`src/rtl/btn_irq.sv`:
```
// Button conditioner: two-flop synchroniser, per-bit debounce, edge-latched
// pending register with per-bit enable, and a single-cycle-ack bus slave.
module btn_irq #(
  parameter int          DEBOUNCE  = 250000,
  parameter int          CW        = 18,
  parameter logic [6:0]  RST_LEVEL = 7'h01
) (
  input  logic        clk,
  input  logic        rst_i,
  input  logic [6:0]  btn,
  input  logic [3:0]  adr_i,
  input  logic [31:0] dat_i,
  input  logic [3:0]  sel_i,
  input  logic        we_i,
  input  logic        stb_i,
  output logic        ack_o,
  output logic [31:0] dat_o,
  output logic        irq_o
);

  localparam logic [CW-1:0] LP_CNT_MAX = CW'(DEBOUNCE - 1);
  localparam logic [CW-1:0] LP_CNT_ONE = CW'(1);
  localparam logic [1:0]    LP_A_LEVEL = 2'd0;
  localparam logic [1:0]    LP_A_PEND  = 2'd1;
  localparam logic [1:0]    LP_A_EN    = 2'd2;
  localparam logic [1:0]    LP_A_EDGE  = 2'd3;

  logic [6:0]    r_sync1;
  logic [6:0]    r_sync2;
  logic [6:0]    r_level;
  logic [CW-1:0] r_cnt [7];
  logic [6:0]    r_rise;
  logic [6:0]    r_fall;
  logic [6:0]    r_pending;
  logic [6:0]    r_enable;
  logic [6:0]    r_edge_rise;
  logic [6:0]    r_edge_fall;
  logic          r_ack;
  logic [31:0]   r_dat;
  logic          r_irq;

  logic          w_acc;
  logic          w_wr;
  logic [6:0]    w_set;
  logic [6:0]    w_clr;
  logic [31:0]   w_rdata;
  logic          w_unused;

  function automatic logic [6:0] f_lane(input logic [6:0] old, input logic [6:0] wd,
                                        input logic en);
    return en ? wd : old;
  endfunction

  always_ff @(posedge clk or negedge rst_i) begin
    if (!rst_i) begin
      r_sync1 <= RST_LEVEL;
      r_sync2 <= RST_LEVEL;
    end else begin
      r_sync1 <= btn;
      r_sync2 <= r_sync1;
    end
  end

  // A level change is accepted only after DEBOUNCE consecutive disagreeing cycles.
  always_ff @(posedge clk or negedge rst_i) begin
    if (!rst_i) begin
      r_level <= RST_LEVEL;
      r_rise  <= '0;
      r_fall  <= '0;
      for (int i = 0; i < 7; i++) r_cnt[i] <= '0;
    end else begin
      r_rise <= '0;
      r_fall <= '0;
      for (int i = 0; i < 7; i++) begin
        if (r_sync2[i] == r_level[i]) begin
          r_cnt[i] <= '0;
        end else if (r_cnt[i] == LP_CNT_MAX) begin
          r_level[i] <= r_sync2[i];
          r_cnt[i]   <= '0;
          r_rise[i]  <= r_sync2[i];
          r_fall[i]  <= ~r_sync2[i];
        end else begin
          r_cnt[i] <= r_cnt[i] + LP_CNT_ONE;
        end
      end
    end
  end

  assign w_acc = stb_i & ~r_ack;
  assign w_wr  = w_acc & we_i;
  assign w_set = (r_rise & r_edge_rise) | (r_fall & r_edge_fall);
  assign w_clr = (w_wr && adr_i[3:2] == LP_A_PEND && sel_i[0]) ? dat_i[6:0] : 7'h00;

  always_comb begin
    w_rdata = 32'h0;
    case (adr_i[3:2])
      LP_A_LEVEL: w_rdata[6:0] = r_level;
      LP_A_PEND:  w_rdata[6:0] = r_pending;
      LP_A_EN:    w_rdata[6:0] = r_enable;
      default:    w_rdata = {17'h0, r_edge_fall, 1'b0, r_edge_rise};
    endcase
  end

  // Set is ORed in after the clear, so a same-cycle event keeps the bit high.
  always_ff @(posedge clk or negedge rst_i) begin
    if (!rst_i) begin
      r_ack       <= 1'b0;
      r_dat       <= 32'h0;
      r_pending   <= '0;
      r_enable    <= '0;
      r_edge_rise <= '0;
      r_edge_fall <= '0;
      r_irq       <= 1'b0;
    end else begin
      r_ack     <= w_acc;
      r_pending <= (r_pending & ~w_clr) | w_set;
      r_irq     <= |(r_pending & r_enable);
      if (w_acc) r_dat <= w_rdata;
      if (w_wr && adr_i[3:2] == LP_A_EN)
        r_enable <= f_lane(r_enable, dat_i[6:0], sel_i[0]);
      if (w_wr && adr_i[3:2] == LP_A_EDGE) begin
        r_edge_rise <= f_lane(r_edge_rise, dat_i[6:0], sel_i[0]);
        r_edge_fall <= f_lane(r_edge_fall, dat_i[14:8], sel_i[1]);
      end
    end
  end

  assign ack_o    = r_ack;
  assign dat_o    = r_dat;
  assign irq_o    = r_irq;
  assign w_unused = ^{adr_i[1:0], dat_i[31:15], dat_i[7], sel_i[3:2]};

endmodule

```
`config.mk`:
```
export PLATFORM = sky130hd
export DESIGN_NAME = btn_irq
export DESIGN_NICKNAME = d
export VERILOG_FILES = /design/src/rtl/btn_irq.sv
export SDC_FILE = /design/constraint.sdc
export NUM_CORES = 1
export LEC_CHECK = 0
export ABC_AREA = 1
export CORE_AREA = 4 4 156 158
export DETAILED_ROUTE_END_ITERATION = 8
export DIE_AREA = 0 0 160 162
export HOLD_SLACK_MARGIN = 0.08
export PLACE_DENSITY_LB_ADDON = 0.3
export SLEW_MARGIN = 15
export SYNTH_ARGS = -nofsm -noshare
export SYNTH_HDL_FRONTEND = slang
export SYNTH_SLANG_ARGS = --single-unit
```
`constraint.sdc`:
```
create_clock -name clk -period 1.4 [get_ports clk]
set_input_delay 0.21 -clock clk [delete_from_list [all_inputs] [get_ports clk]]
set_output_delay 0.21 -clock clk [all_outputs]
set_load 0.02 [all_outputs]
```
==> flow_summary.html <==
<table>
<tr><th>Metric</th><th>Value</th></tr>
<tr><th colspan="2">Worst setup path</th></tr>
<tr><td>Type of origin of the critical path</td><td>flop</td></tr>
<tr><td>Worst endpoint data arrival time</td><td>1.81 ns</td></tr>
<tr><td>Reg2Reg Capture Point</td><td>r_cnt[66]$_DFF_PN0_</td></tr>
<tr><td>Worst r2r src</td><td>r_cnt[54]$_DFF_PN0_</td></tr>
<tr><td>Highest-delay cell along the critical path</td><td>sky130_fd_sc_hd__dfrtp_1</td></tr>
<tr><td>Critical path, cell by cell</td><td>ha_2, nand2_2, nor2_4, nand2_2, nor2_4, xor2_1, nor2_1</td></tr>
<tr><td>Biggest fanout along the worst timing path</td><td>5</td></tr>
<tr><td>Endpoint kind of the worst setup timing path</td><td>flop</td></tr>
<tr><td>CP peak stage delay</td><td>0.35 ns</td></tr>
<tr><td>Kind of cell adding the most delay to the critical path</td><td>simple AND/OR/NAND/NOR gates</td></tr>
<tr><td>Required time of the critical path</td><td>1.79 ns</td></tr>
<tr><td>Total buffers and inverters traversed by the critical path</td><td>0</td></tr>
<tr><td>Startpoint-to-endpoint class of the critical path</td><td>flop to flop</td></tr>
<tr><td>Depth of the worst register-to-register path</td><td>7</td></tr>
<tr><td>Setup slack of the most critical reg-to-reg path</td><td>-0.02 ns</td></tr>
<tr><th colspan="2">Yosys</th></tr>
<tr><td>Proportion of synthesized chip area in sequential cells</td><td>50.3%</td></tr>
<tr><td>Top post-synthesis cells by area</td><td>sky130_fd_sc_hd__dfrtp_1, sky130_fd_sc_hd__nor2_1, sky130_fd_sc_hd__nand2_1</td></tr>
<tr><td>Simple-gate share of the synthesized area</td><td>32.4%</td></tr>
<tr><td>Dominant combinational cell family by area after synthesis</td><td>simple AND/OR/NAND/NOR gates</td></tr>
<tr><td>Yosys warns</td><td>0</td></tr>
<tr><td>Synthesis-stage register bit count</td><td>205</td></tr>
<tr><td>Multiplexer share of the synthesized area</td><td>0%</td></tr>
<tr><td>Synthesized netlist cell count</td><td>1263</td></tr>
<tr><td>Count of unique library cells instantiated by Yosys</td><td>30</td></tr>
<tr><td>Fraction of the mapped netlist area in compound gates</td><td>4.30%</td></tr>
<tr><td>Xor/xnor cell area share of the yosys netlist</td><td>5.75%</td></tr>
<tr><td>Synthesized area per cell</td><td>8.08 sq um</td></tr>
<tr><td>Mapped cell area</td><td>10200 sq um</td></tr>
<tr><td>Share of synthesized cell area in full adder, half adder and majority cells</td><td>0.858%</td></tr>
<tr><td>Library cell with the largest summed area after synthesis</td><td>sky130_fd_sc_hd__dfrtp_1</td></tr>
<tr><td>Synth top area share</td><td>49.5%</td></tr>
<tr><th colspan="2">Placement</th></tr>
<tr><td>Post-Place Setup Slack</td><td>-0.322 ns</td></tr>
<tr><td>PortBufs</td><td>44</td></tr>
<tr><td>Placer's final routability congestion estimate</td><td>0.909</td></tr>
<tr><td>Total cell area at the placement stage</td><td>11800 sq um</td></tr>
<tr><td>Total half-perimeter wirelength after legalization and detailed placement</td><td>16.8 mm</td></tr>
<tr><th colspan="2">Power</th></tr>
<tr><td>Clk pwr share</td><td>43.0%</td></tr>
<tr><td>Worst vdd ir</td><td>0.867 mV</td></tr>
<tr><td>Sequential share of power</td><td>47.8%</td></tr>
<tr><td>Net switching power of the design</td><td>0.00336 W</td></tr>
<tr><td>Switching Fraction</td><td>24.7%</td></tr>
<tr><td>Internal power of the cells</td><td>0.0103 W</td></tr>
<tr><td>Part of the total power dissipated in combinational logic</td><td>9.1%</td></tr>
<tr><td>Leakage</td><td>5.87 nW</td></tr>
<tr><td>Power density of the placed cells</td><td>1040 nW/um^2</td></tr>
<tr><th colspan="2">Routing</th></tr>
<tr><td>Routed length per placed instance</td><td>13.5 um</td></tr>
<tr><td>Remaining design rule violation count</td><td>0</td></tr>
<tr><td>Pre-Repair DR Iteration Count</td><td>5</td></tr>
<tr><td>DR vias/cell</td><td>4.97</td></tr>
<tr><td>Final wirelength</td><td>23.7 mm</td></tr>
<tr><td>Routed via count</td><td>8722</td></tr>
<tr><td>Starting DRT DRC Count</td><td>515</td></tr>
<tr><td>ANT nets after route</td><td>0</td></tr>
<tr><th colspan="2">Finish</th></tr>
<tr><td>Share of post-route cells with drive strength above 1</td><td>23.2%</td></tr>
<tr><td>P&amp;R area growth vs syn</td><td>28.8%</td></tr>
<tr><td>NumNets Final</td><td>1507</td></tr>
<tr><td>Number of antenna repair diodes</td><td>0</td></tr>
<tr><td>Multi-input gate area in the final layout</td><td>5050 sq um</td></tr>
<tr><td>Commonest non-fill, non-tap cells in the layout</td><td>sky130_fd_sc_hd__nor2_1, sky130_fd_sc_hd__nand2_1, sky130_fd_sc_hd__dfrtp_1</td></tr>
<tr><td>Sequential cell area</td><td>5140 sq um</td></tr>
<tr><td>Fillers</td><td>2061</td></tr>
<tr><td>Finished Cell Area</td><td>13100 sq um</td></tr>
<tr><td>Most common cell after layout, fill and taps aside</td><td>sky130_fd_sc_hd__nor2_1</td></tr>
<tr><th colspan="2">Flow run</th></tr>
<tr><td>Max-Cap Viols</td><td>0</td></tr>
<tr><th colspan="2">Clocking</th></tr>
<tr><td>Clock sink count</td><td>205</td></tr>
<tr><td>Root buffer cell</td><td>sky130_fd_sc_hd__clkbuf_16</td></tr>
<tr><td>Clock slew seen by the registers of the worst setup and hold paths</td><td>0.06 ns</td></tr>
<tr><td>Level count of the clock H-tree</td><td>1</td></tr>
<tr><td>Total CTS buffers</td><td>23</td></tr>
<tr><td>TritonCTS clock tree</td><td>built</td></tr>
<tr><td>Buffer depth of the longest clock path</td><td>3</td></tr>
<tr><td>Skew-Pair Late Insertion Delay</td><td>0.52 ns</td></tr>
<tr><th colspan="2">STA</th></tr>
<tr><td>Fmax</td><td>0.703 GHz</td></tr>
<tr><td>Worst setup slack after layout</td><td>-0.0219 ns</td></tr>
<tr><td>Number of max-slew violations in the final report</td><td>0</td></tr>
<tr><td>Worst clock skew</td><td>0.0177 ns</td></tr>
<tr><td>Tightest slew margin relative to the limit</td><td>56.9%</td></tr>
<tr><td>Period utilization</td><td>102%</td></tr>
<tr><td>RSZ-0062 raised after global routing</td><td>yes</td></tr>
<tr><td>Finish-stage setup viols</td><td>4</td></tr>
<tr><td>Fin. Hold Viols</td><td>0</td></tr>
<tr><td>Worst Tran Pin Value</td><td>0.644 ns</td></tr>
<tr><td>Hold_ws</td><td>0.129 ns</td></tr>
<tr><td>Post-route minimum period</td><td>1.42 ns</td></tr>
<tr><th colspan="2">Global route</th></tr>
<tr><td>Largest net degree at the start of global routing</td><td>41</td></tr>
<tr><td>Number of antenna violations at the first check in global routing</td><td>0</td></tr>
<tr><td>Global-route wire length before repair</td><td>39.0 mm</td></tr>
<tr><td>Via count of the first global-routing pass</td><td>8254</td></tr>
<tr><td>Global Route Usage Sum</td><td>17.8%</td></tr>
<tr><td>Global route overflow</td><td>0</td></tr>
<tr><th colspan="2">Status</th></tr>
<tr><td>Failing checks</td><td>negative setup slack</td></tr>
<tr><td>Run status</td><td>finished, violations left</td></tr>
<tr><th colspan="2">Die</th></tr>
<tr><td>Starting Density</td><td>44.1%</td></tr>
<tr><td>Die width</td><td>160 um</td></tr>
<tr><td>Core Box Area</td><td>23100 sq um</td></tr>
<tr><td>Floorplan die area</td><td>25900 sq um</td></tr>
<tr><td>Number of placement rows</td><td>56</td></tr>
<tr><td>Die span in y</td><td>162 um</td></tr>
<tr><td>I/O pin count</td><td>85</td></tr>
<tr><th colspan="2">Worst hold path</th></tr>
<tr><td>End point of the worst hold path</td><td>r_sync1[4]$_DFF_PN0_</td></tr>
<tr><td>Hold path start</td><td>btn[4]</td></tr>
<tr><td>Tightest Hold Check Type</td><td>primary input to flop</td></tr>
<tr><td>Hold Path Depth</td><td>1</td></tr>
</table>
-- flip-flops by register name, indices dropped and copies added, names as in the netlist --
| register | cells |
|---|---|
| ack_o | 1 |
| dat_o | 14 |
| irq_o | 1 |
| r_cnt | 126 |
| r_edge_fall | 7 |
| r_edge_rise | 7 |
| r_enable | 7 |
| r_fall | 7 |
| r_level | 7 |
| r_pending | 7 |
| r_rise | 7 |
| r_sync1 | 7 |
| r_sync2 | 7 |
-- cells in the mapped netlist --
master / n
sky130_fd_sc_hd__a21oi_1: 27
sky130_fd_sc_hd__a221oi_1: 1
sky130_fd_sc_hd__buf_2: 5
sky130_fd_sc_hd__buf_4: 18
sky130_fd_sc_hd__buf_6: 2
sky130_fd_sc_hd__clkbuf_1: 2
sky130_fd_sc_hd__conb_1: 1
sky130_fd_sc_hd__dfrtp_1: 202
sky130_fd_sc_hd__dfstp_2: 3
sky130_fd_sc_hd__ha_1: 7
sky130_fd_sc_hd__inv_1: 119
sky130_fd_sc_hd__inv_2: 2
sky130_fd_sc_hd__nand2_1: 253
sky130_fd_sc_hd__nand2_2: 14
sky130_fd_sc_hd__nand2_4: 1
sky130_fd_sc_hd__nand3_1: 120
sky130_fd_sc_hd__nand3_2: 5
sky130_fd_sc_hd__nand4_1: 24
sky130_fd_sc_hd__nor2_1: 279
sky130_fd_sc_hd__nor2_2: 15
sky130_fd_sc_hd__nor2_4: 11
sky130_fd_sc_hd__nor3_1: 32
sky130_fd_sc_hd__nor3b_1: 5
sky130_fd_sc_hd__o21ai_0: 23
sky130_fd_sc_hd__o21ai_1: 9
sky130_fd_sc_hd__o21ai_2: 12
sky130_fd_sc_hd__o21bai_1: 3
sky130_fd_sc_hd__o31ai_1: 1
sky130_fd_sc_hd__xnor2_1: 16
sky130_fd_sc_hd__xor2_1: 51
-- what timing repair did --
item / 4_1_cts / 5_1_grt
hold buffers: 1 / 0
setup endpoints to repair: 40 / 129
gates cloned: 0 / 1
endpoints found under the hold margin: 205 / 0
resized for setup: 81 / 135
buffers inserted: 3 / 13
pin swaps: 10 / 34
-- worst max path at each step --
stage,slack [ns],depth (start not counted),end,from
3_3_place_gp,-0.27,8,r_pending[5]$_DFF_PN0_,stb_i
5_1_grt,-0.12,7,r_cnt[66]$_DFF_PN0_,r_cnt[55]$_DFF_PN0_
3_5_place_dp,-0.32,6,dat_o[0]$_DFFE_PN0N_,adr_i[2]
6_report,-0.02,7,r_cnt[66]$_DFF_PN0_,r_cnt[54]$_DFF_PN0_
4_1_cts,-0.04,7,r_cnt[120]$_DFF_PN0_,r_cnt[108]$_DFF_PN0_
2_1_floorplan,0.02,7,r_enable[0]$_DFFE_PN0P_,ack_o$_DFF_PN0_
-- power by group through the flow --
stage	clock network, W	registers (W)	logic, W
2_1_floorplan	0	0.00660	0.000568
3_3_place_gp	0	0.00659	0.00121
4_1_cts	0.00603	0.00648	0.00121
3_5_place_dp	0	0.00659	0.00124
5_1_grt	0.00630	0.00654	0.00139
6_report	0.00586	0.00651	0.00124
-- cell type report --
cell class,count,area share (%)
clock buffer,38,5.49
sequential,205,39.1
multi-input combinational,928,38.4
timing repair buffer,170,10.6
clock inverter,4,0.219
tap,290,2.76
inverter,121,3.49
-- cell families after synthesis --
| logic type | after synthesis |
|---|---|
| AOI/OAI and AO/OA | 76 |
| xor gates and xnor gates | 67 |
| adders and majority gates | 7 |
| buffers and inverters | 148 |
| DFF | 205 |
| other | 1 |
| and+or+nand+nor | 759 |
-- routing by layer --
| layer | vias to the layer above | GRT usage, % | routed length (um) |
|---|---|---|---|
| li1 | 4362 | - | - |
| met1 | 4151 | 24.3 | 10800 |
| met2 | 168 | 29.9 | 11400 |
| met3 | 41 | 2.61 | 930 |
| met4 | 0 | 5.24 | 624 |
| met5 | - | 0 | 0 |
-- stage by stage --
| step | util, % | power [W] | setup TNS (ns) | cells |
|---|---|---|---|---|
| 2_1_floorplan | - | 0.00717 | 0 | 1280 |
| 3_3_place_gp | 50.9 | 0.00779 | -7.71 | 1696 |
| 3_5_place_dp | 50.9 | 0.00783 | -8.93 | 1696 |
| 4_1_cts | 54.4 | 0.0137 | -0.0903 | 1742 |
| 5_1_grt | 56.9 | 0.0142 | -2.62 | 1756 |
| 6_report | 56.9 | 0.0136 | -0.0530 | 1756 |
Note: power is estimated with default switching activity, not from simulation.
